File: config.mk
export PLATFORM = sky130hd
export DESIGN_NAME = instruction_fetch
export DESIGN_NICKNAME = d
export VERILOG_FILES = /design/src/rtl/instruction_fetch.sv
export SDC_FILE = /design/constraint.sdc
export NUM_CORES = 1
export LEC_CHECK = 0
export CELL_PAD_IN_SITES_DETAIL_PLACEMENT = 1
export CELL_PAD_IN_SITES_GLOBAL_PLACEMENT = 1
export CORE_MARGIN = 3
export CORE_UTILIZATION = 31
export CTS_CLUSTER_SIZE = 30
export DETAILED_ROUTE_END_ITERATION = 10
export PLACE_DENSITY = 0.86
export SYNTH_ARGS = -nofsm -noshare
export SYNTH_HDL_FRONTEND = slang
export SYNTH_SLANG_ARGS = --single-unit
File: constraint.sdc
create_clock -name clk -period 2.4 [get_ports clk]
set_input_delay 0.48 -clock clk [delete_from_list [all_inputs] [get_ports clk]]
set_output_delay 0.48 -clock clk [all_outputs]
set_load 0.01 [all_outputs]
File: src/rtl/instruction_fetch.sv
// Front-end fetch stage: boot-loads a program into instruction memory, then
// walks the PC and hands registered instruction/PC pairs to decode over valid/ready.
module instruction_fetch #(
    parameter logic [63:0] RESET_PC  = 64'd0,
    parameter logic [63:0] PC_STEP   = 64'd2,
    parameter int          MEM_WORDS = 256
) (
    input  logic        clk,
    input  logic        reset,
    input  logic        load_valid,
    input  logic [31:0] load_data,
    input  logic        load_last,
    output logic        load_ready,
    output logic        load_overflow,
    output logic [63:0] imem_address,
    output logic [31:0] imem_write_data,
    output logic        imem_write_en,
    output logic        imem_read_en,
    input  logic [31:0] imem_read_data,
    input  logic        redirect_valid,
    input  logic [63:0] redirect_pc,
    output logic        instr_valid,
    input  logic        instr_ready,
    output logic [31:0] instr,
    output logic [63:0] instr_pc
);

    typedef enum logic {
        LOAD = 1'b0,
        RUN  = 1'b1
    } state_t;

    // First byte address that no longer maps to a distinct memory word.
    localparam logic [63:0] LOAD_LIMIT = 64'(MEM_WORDS) * PC_STEP;

    state_t      state_reg;
    logic [63:0] load_ptr_reg;
    logic [63:0] pc_reg;
    logic [63:0] instr_pc_reg;
    logic [31:0] instr_reg;
    logic        instr_valid_reg;
    logic        load_overflow_reg;
    logic        fetch_slot;

    // A fetch slot opens whenever the output register is empty or being drained.
    assign fetch_slot = !instr_valid_reg || instr_ready;

    assign load_ready      = !reset && (state_reg == LOAD);
    assign imem_address    = (state_reg == LOAD) ? load_ptr_reg : pc_reg;
    assign imem_write_data = reset ? 32'd0 : load_data;
    assign imem_write_en   = !reset && (state_reg == LOAD) && load_valid;
    assign imem_read_en    = !reset && (state_reg == RUN) && fetch_slot;

    assign instr_valid   = instr_valid_reg;
    assign instr         = instr_reg;
    assign instr_pc      = instr_pc_reg;
    assign load_overflow = load_overflow_reg;

    always_ff @(posedge clk) begin
        if (reset) begin
            state_reg         <= LOAD;
            load_ptr_reg      <= 64'd0;
            pc_reg            <= RESET_PC;
            instr_valid_reg   <= 1'b0;
            instr_reg         <= 32'd0;
            instr_pc_reg      <= 64'd0;
            load_overflow_reg <= 1'b0;
        end else begin
            case (state_reg)
                LOAD: begin
                    if (load_valid) begin
                        load_ptr_reg <= load_ptr_reg + PC_STEP;
                        // The write still goes out and aliases; only flag it.
                        if (load_ptr_reg >= LOAD_LIMIT) begin
                            load_overflow_reg <= 1'b1;
                        end
                        if (load_last) begin
                            state_reg <= RUN;
                            pc_reg    <= RESET_PC;
                        end
                    end
                end
                RUN: begin
                    if (redirect_valid) begin
                        pc_reg          <= redirect_pc;
                        instr_valid_reg <= 1'b0;
                    end else if (fetch_slot) begin
                        instr_reg       <= imem_read_data;
                        instr_pc_reg    <= pc_reg;
                        instr_valid_reg <= 1'b1;
                        pc_reg          <= pc_reg + PC_STEP;
                    end
                end
                default: state_reg <= LOAD;
            endcase
        end
    end

endmodule

==> results of run 1 <==
## worst max-delay path, cell delays in order, from the launching register on
cell             delay, ps
dfxtp_4                420
buf_4                  150
buf_12                 150
buf_4                  130
mux2_2                 350
clkdlybuf4s15_1        250
## placed cells by master, fill, tap and decap left out, types with 20 or more instances in the layout
| cell | count |
|---|---|
| dlygate4sd2_1 | 20 |
| nor2_1 | 92 |
| nand2_1 | 320 |
| buf_4 | 166 |
| xor2_1 | 22 |
| mux2_2 | 49 |
| and3_1 | 27 |
| a21oi_1 | 167 |
| o21ai_0 | 70 |
| clkbuf_16 | 27 |
| nor3_1 | 29 |
| nand3_1 | 50 |
| nor2b_1 | 37 |
| clkdlybuf4s50_1 | 262 |
| dlymetal6s2s_1 | 20 |
| inv_1 | 22 |
| xnor2_1 | 42 |
| nand4_1 | 34 |
| dfxtp_1 | 223 |
## per-layer routing
metal,GRT usage [%],wire length [um],up-vias
met5,0,0,-
met4,9.99,2380,0
met3,4.08,4130,158
met2,44.3,26600,686
met1,33.0,22700,6749
li1,-,-,6164
## layout make-up
| cell class | count | area (um2) |
|---|---|---|
| diodes | 1 | 2.50 |
| clock buffers | 32 | 734 |
| clock inverters | 16 | 313 |
| fillers | 4289 | 18200 |
| inverters | 22 | 82.6 |
| multi-input cells | 1161 | 6760 |
| flip-flops and latches | 226 | 4530 |
| well taps | 461 | 577 |
| repair buffers | 516 | 4870 |
## power by group
group / internal [mW] / total, mW / switching [mW]
combinational: 0.611 / 1.23 / 0.623
clock: 3.14 / 4.87 / 1.73
sequential: 3.82 / 3.90 / 0.0710
## metrics by stage
stage | hold slack (ps) | cell area, um2 | std cells | util [%]
floorplan | 437 | 11500 | 1515 | -
global placement | 441 | 16400 | 2364 | 45.4
detailed placement | 452 | 16400 | 2364 | 45.4
CTS | 414 | 17600 | 2423 | 48.7
global route | 458 | 17900 | 2435 | 49.5
finish | 455 | 17900 | 2435 | 49.5
## worst paths after layout
path / startpoint / endpoint / cells after the start
setup reg to reg: state_reg$_SDFF_PP0_ / load_ptr_reg[60]$_SDFFE_PP0P_ / 10
setup / recovery: state_reg$_SDFF_PP0_ / imem_address[50] / 5
hold reg to reg: instr_pc[30]$_SDFFE_PP0P_ / instr_pc[30]$_SDFFE_PP0P_ / 2
hold / removal: reset / load_overflow$_SDFFE_PP0P_ / 2
## repair_timing
action | in CTS | in global routing
pin swaps | 0 | 2
gates cloned | 1 | 1
buffers inserted | 10 | 11
gates resized for setup | 80 | 99
setup endpoints to repair | 71 | 84
## cell families after synthesis
logic type | Yosys count | synth area share (%)
xor gates and xnor gates | 64 | 4.86
AOI/OAI and AO/OA | 333 | 16.6
buffers and inverters | 129 | 4.30
adders and majority gates | 3 | 0.326
and+or+nand+nor | 707 | 29.5
muxes | 53 | 5.15
DFF | 226 | 39.3
==> results.yml, run 1 <==
yosys:
  netlist_top_cells_area: "dfxtp_1 (39%), nand2_1 (10%), a21oi_1 (7.3%)"
  syn_area_mm2: 0.0115
  ys_types: 59
  synth_top_area_share_pct: 39.3
  synth_nets: 1652
  synth_area_leader_cell: "dfxtp_1"
  seq_area_frac_synth_pct: 39.3
  ys.flop_type: "dfxtp_1"
  synth.most_common_cell: "nand2_1"
  ys_ff_latch: 226
  ys.warnings.count: 0
  syn_inst: 1515
  yosys-top-cells-count: "nand2_1 (320), dfxtp_1 (226), a21oi_1 (167), clkbuf_1 (97), nor2_1 (92)"
  syn_area_per_cell_um2: 7.61
  synth_edf_count: 0
  async_flop_share_pct: 0
power_and_ir_drop:
  p_leak_nw: 6.95
  ir_worst_vdd_mv: 0.417
  p_per_area_mw_per_mm2: 559
  power_mw: 9.99
timing:
  rsz0062_at_grt: "true"
  worst_slew_pin_slew_ps: 579
  setup_tns_ps: -217
  post-route-period-util_pct: 103
  maxSlewHeadroom_pct: 61.0
  final-hold-violation-count: 0
  setup_viol: 5
  clock_skew_ps: 14.7
  fmax_mhz: 404
  setup_slack_ps: -73.7
  min_period_ps: 2470
  drv_slew: 0
drt:
  first_iter_violations: 1178
  drc: 0
  vias: 13800
  drtPass1Iterations: 5
  ant_nets: 0
  via_per_inst: 5.65
  wl_per_cell_um: 22.9
  drt-total-wl_um: 55800
global_route:
  grt_overflow: 0
  antenna_found_initial: 1
  grt_max_degree: 51
  first_global_vias: 14100
  grt_usage_pct: 26.0
  grt_first_pass_wirelength_um: 81300
critical_path:
  r2r_slack_ps: -50
  crit_fanout: 17
  critPathKind: "reg2out"
  required_ps: 1920
  arrival_ps: 1990
  start_kind: "flop"
  end_kind: "primary output"
outcome:
  failed_checks: "negative setup slack"
  outcome: "finished with violations"
floorplan:
  rows: 69
  dieArea_mm2: 0.0395
  start_util_pct: 31.9
  die_h_um: 199
  core-area_mm2: 0.0361
  die_w_um: 199
  pin_count: 331
clock_network:
  clock-sinks: 226
  holdBufCountCts: 0
  clk_pin_slew_ps: 60
  cts_max_path_buffers: 3
  cts-buffers-inserted: 26
  tritoncts: "yes"
  ctsHtreeMaxLevel: 1
  insertion_delay_ps: 540
  cts-root-buf: "clkbuf_16"
cells_and_area:
  drive_gt1_share_pct: 17.9
  nets: 2090
  syn2layout_area_growth_pct: 55.1
place:
  dp_hpwl_um: 39600
  place_ws_ps: -305
  io_buffers: 330
  routabilityCongestion: 0.904
flow_run:
  maxCapViolCount: 0
hold_path:
  hold_path.class: "in2reg"
Power figures use the tool's default switching activity.
==> run 2: changes to the inputs <==
Settings changed: CTS_CLUSTER_SIZE 30 to not set.
==> results of run 2 <==
Same layout as run 1: the final DEF is identical, and so are final timing and power.
==> run 3: changes to the inputs <==
Settings changed: CELL_PAD_IN_SITES_DETAIL_PLACEMENT 1 to 0.
Clock period 2.4 ns to 2.05 ns, I/O delays scaled along.
==> run 3 against run 2 <==
  * The run still ends with negative setup slack left
  * Clock skew is 3.9 ps lower
  * Clock power is 3% lower
  * Utilization is 6.9 points higher
  * Die area stayed put
  * Non-clock buffer count is 126 higher
  * Combinational power is 40% higher
  * Critical endpoint is now load_ptr_reg[35]$_SDFFE_PP0P_
  * Highest routed layer unchanged
==> results.yml, run 3 (same netlist as run 1, synthesis figures left out) <==
power_and_ir_drop:
  p_per_area_mw_per_mm2: 540
  ir_worst_vdd_mv: 0.494
  power_mw: 11.0
  p_leak_nw: 8.21
timing:
  rsz0062_at_grt: "true"
  drv_slew: 0
  maxSlewHeadroom_pct: 46.4
  worst_slew_pin_slew_ps: 802
  final-hold-violation-count: 0
  fmax_mhz: 437
  setup_slack_ps: -238
  clock_skew_ps: 10.8
  setup_viol: 121
  post-route-period-util_pct: 112
  min_period_ps: 2290
outcome:
  failed_checks: "negative setup slack"
  outcome: "finished with violations"
clock_network:
  ctsHtreeMaxLevel: 1
  tritoncts: "yes"
  clk_pin_slew_ps: 60
  clock-sinks: 226
  cts_max_path_buffers: 3
  cts-root-buf: "clkbuf_16"
  insertion_delay_ps: 540
  cts-buffers-inserted: 27
global_route:
  grt_first_pass_wirelength_um: 76100
  grt_max_degree: 63
  grt_usage_pct: 24.3
  antenna_found_initial: 2
  first_global_vias: 13200
  grt_overflow: 0
flow_run:
  maxCapViolCount: 0
place:
  placedCellCount: 2433
  io_buffers: 330
  routabilityCongestion: 0.903
  placed_area_mm2: 0.0171
  dp_hpwl_um: 36200
cells_and_area:
  final_common_cell: "nand2_1"
  nets: 2217
  drive_gt1_share_pct: 31.8
  finish.utilization_pct: 56.4
  fillers: 3105
  final_cells: 2563
  ff_latch_area_mm2: 0.00457
  final_cell_mix: "nand2_1 (300), clkdlybuf4s50_1 (261), buf_4 (223)"
  syn2layout_area_growth_pct: 76.8
  multiInputGateArea_mm2: 0.00783
  final_area_mm2: 0.0204
floorplan:
  dieArea_mm2: 0.0395
  core-area_mm2: 0.0361
  die_h_um: 199
  pin_count: 331
  start_util_pct: 31.9
  die_w_um: 199
  rows: 69
drt:
  via_per_inst: 5.45
  drt-total-wl_um: 53200
  first_iter_violations: 1331
  drtPass1Iterations: 6
  wl_per_cell_um: 20.8
  vias: 14000
  drc: 0
  ant_nets: 0
critical_path:
  crit_fanout: 5
  end_kind: "flop"
  arrival_ps: 2700
  required_ps: 2460
  start_kind: "flop"
  critPathKind: "reg2reg"
hold_path:
  hold_path.class: "in2reg"
==> run 3: cell count changes in the layout (fill, tap and decap cells not counted), sizes merged <==
cell and delta:
buf +182, clkbuf +1, bufinv -8, clkinvlp -1, dlygate4sd2 -20, clkdlybuf4s15 -14, diode +1, clkdlybuf4s50 -1
clkinv +7, dlymetal6s2s -19
==> run 3: cell type report <==
class                           instances  share of cell area [%]
Clock inverter                         14                   0.491
Clock buffer                           35                    3.77
Tap cell                              461                    2.83
Timing Repair Buffer                  642                    31.6
Sequential cell                       226                    22.4
Antenna cell                            2                  0.0246
Multi-Input combinational cell       1161                    38.4
Inverter                               22                   0.405
==> run 3: final timing paths <==
check | startpoint | endpoint | slack (ps) | cells past startpoint
min reg2reg | instr[15]$_SDFFE_PP0P_ | instr[15]$_SDFFE_PP0P_ | 450 | 2
max reg2reg | state_reg$_SDFF_PP0_ | load_ptr_reg[35]$_SDFFE_PP0P_ | -240 | 10
min | reset | instr[15]$_SDFFE_PP0P_ | 200 | 2
max | state_reg$_SDFF_PP0_ | load_ptr_reg[35]$_SDFFE_PP0P_ | -240 | 10
==> run 3: metrics by stage <==
stage          worst slack [ps]  hold WS, ps  TNS [ps]
2_1_floorplan              -221          437     -1790
3_5_place_dp               -560          446    -49480
6_report                   -238          199    -16160
5_1_grt                    -277          202    -22170
4_1_cts                    -203          180     -8600
3_3_place_gp               -479          441    -33820
==> run 3: critical path, stage by stage, from the launching register on <==
cell and delay, ps:
dfxtp_4 350, buf_12 120, buf_6 120, nor2b_4 110, buf_6 120, nand2_4 50
or4_4 600, buf_12 190, nor3_4 200, xnor2_1 190, nor2_1 100
==> run 3: routing by layer <==
layer	up-vias	wire length, um	track usage [%]
li1	6431	-	-
met1	6681	22400	32.7
met2	708	24200	39.2
met3	156	4260	4.62
met4	0	2310	8.36
met5	-	0	0
==> run 3: repair_timing <==
item | 4_1_cts | 5_1_grt
resized for setup | 523 | 199
hold buffers | 0 | 0
buffers inserted | 30 | 37
pin swaps | 38 | 88
cloned | 10 | 9
endpoints found under the setup margin | 133 | 158
==> run 3: power by group <==
group	total (mW)	switching [mW]	internal (mW)
registers	4.55	0.0737	4.48
logic	1.72	0.824	0.895
clock network	4.73	1.98	2.75
total	11.0	2.88	8.12
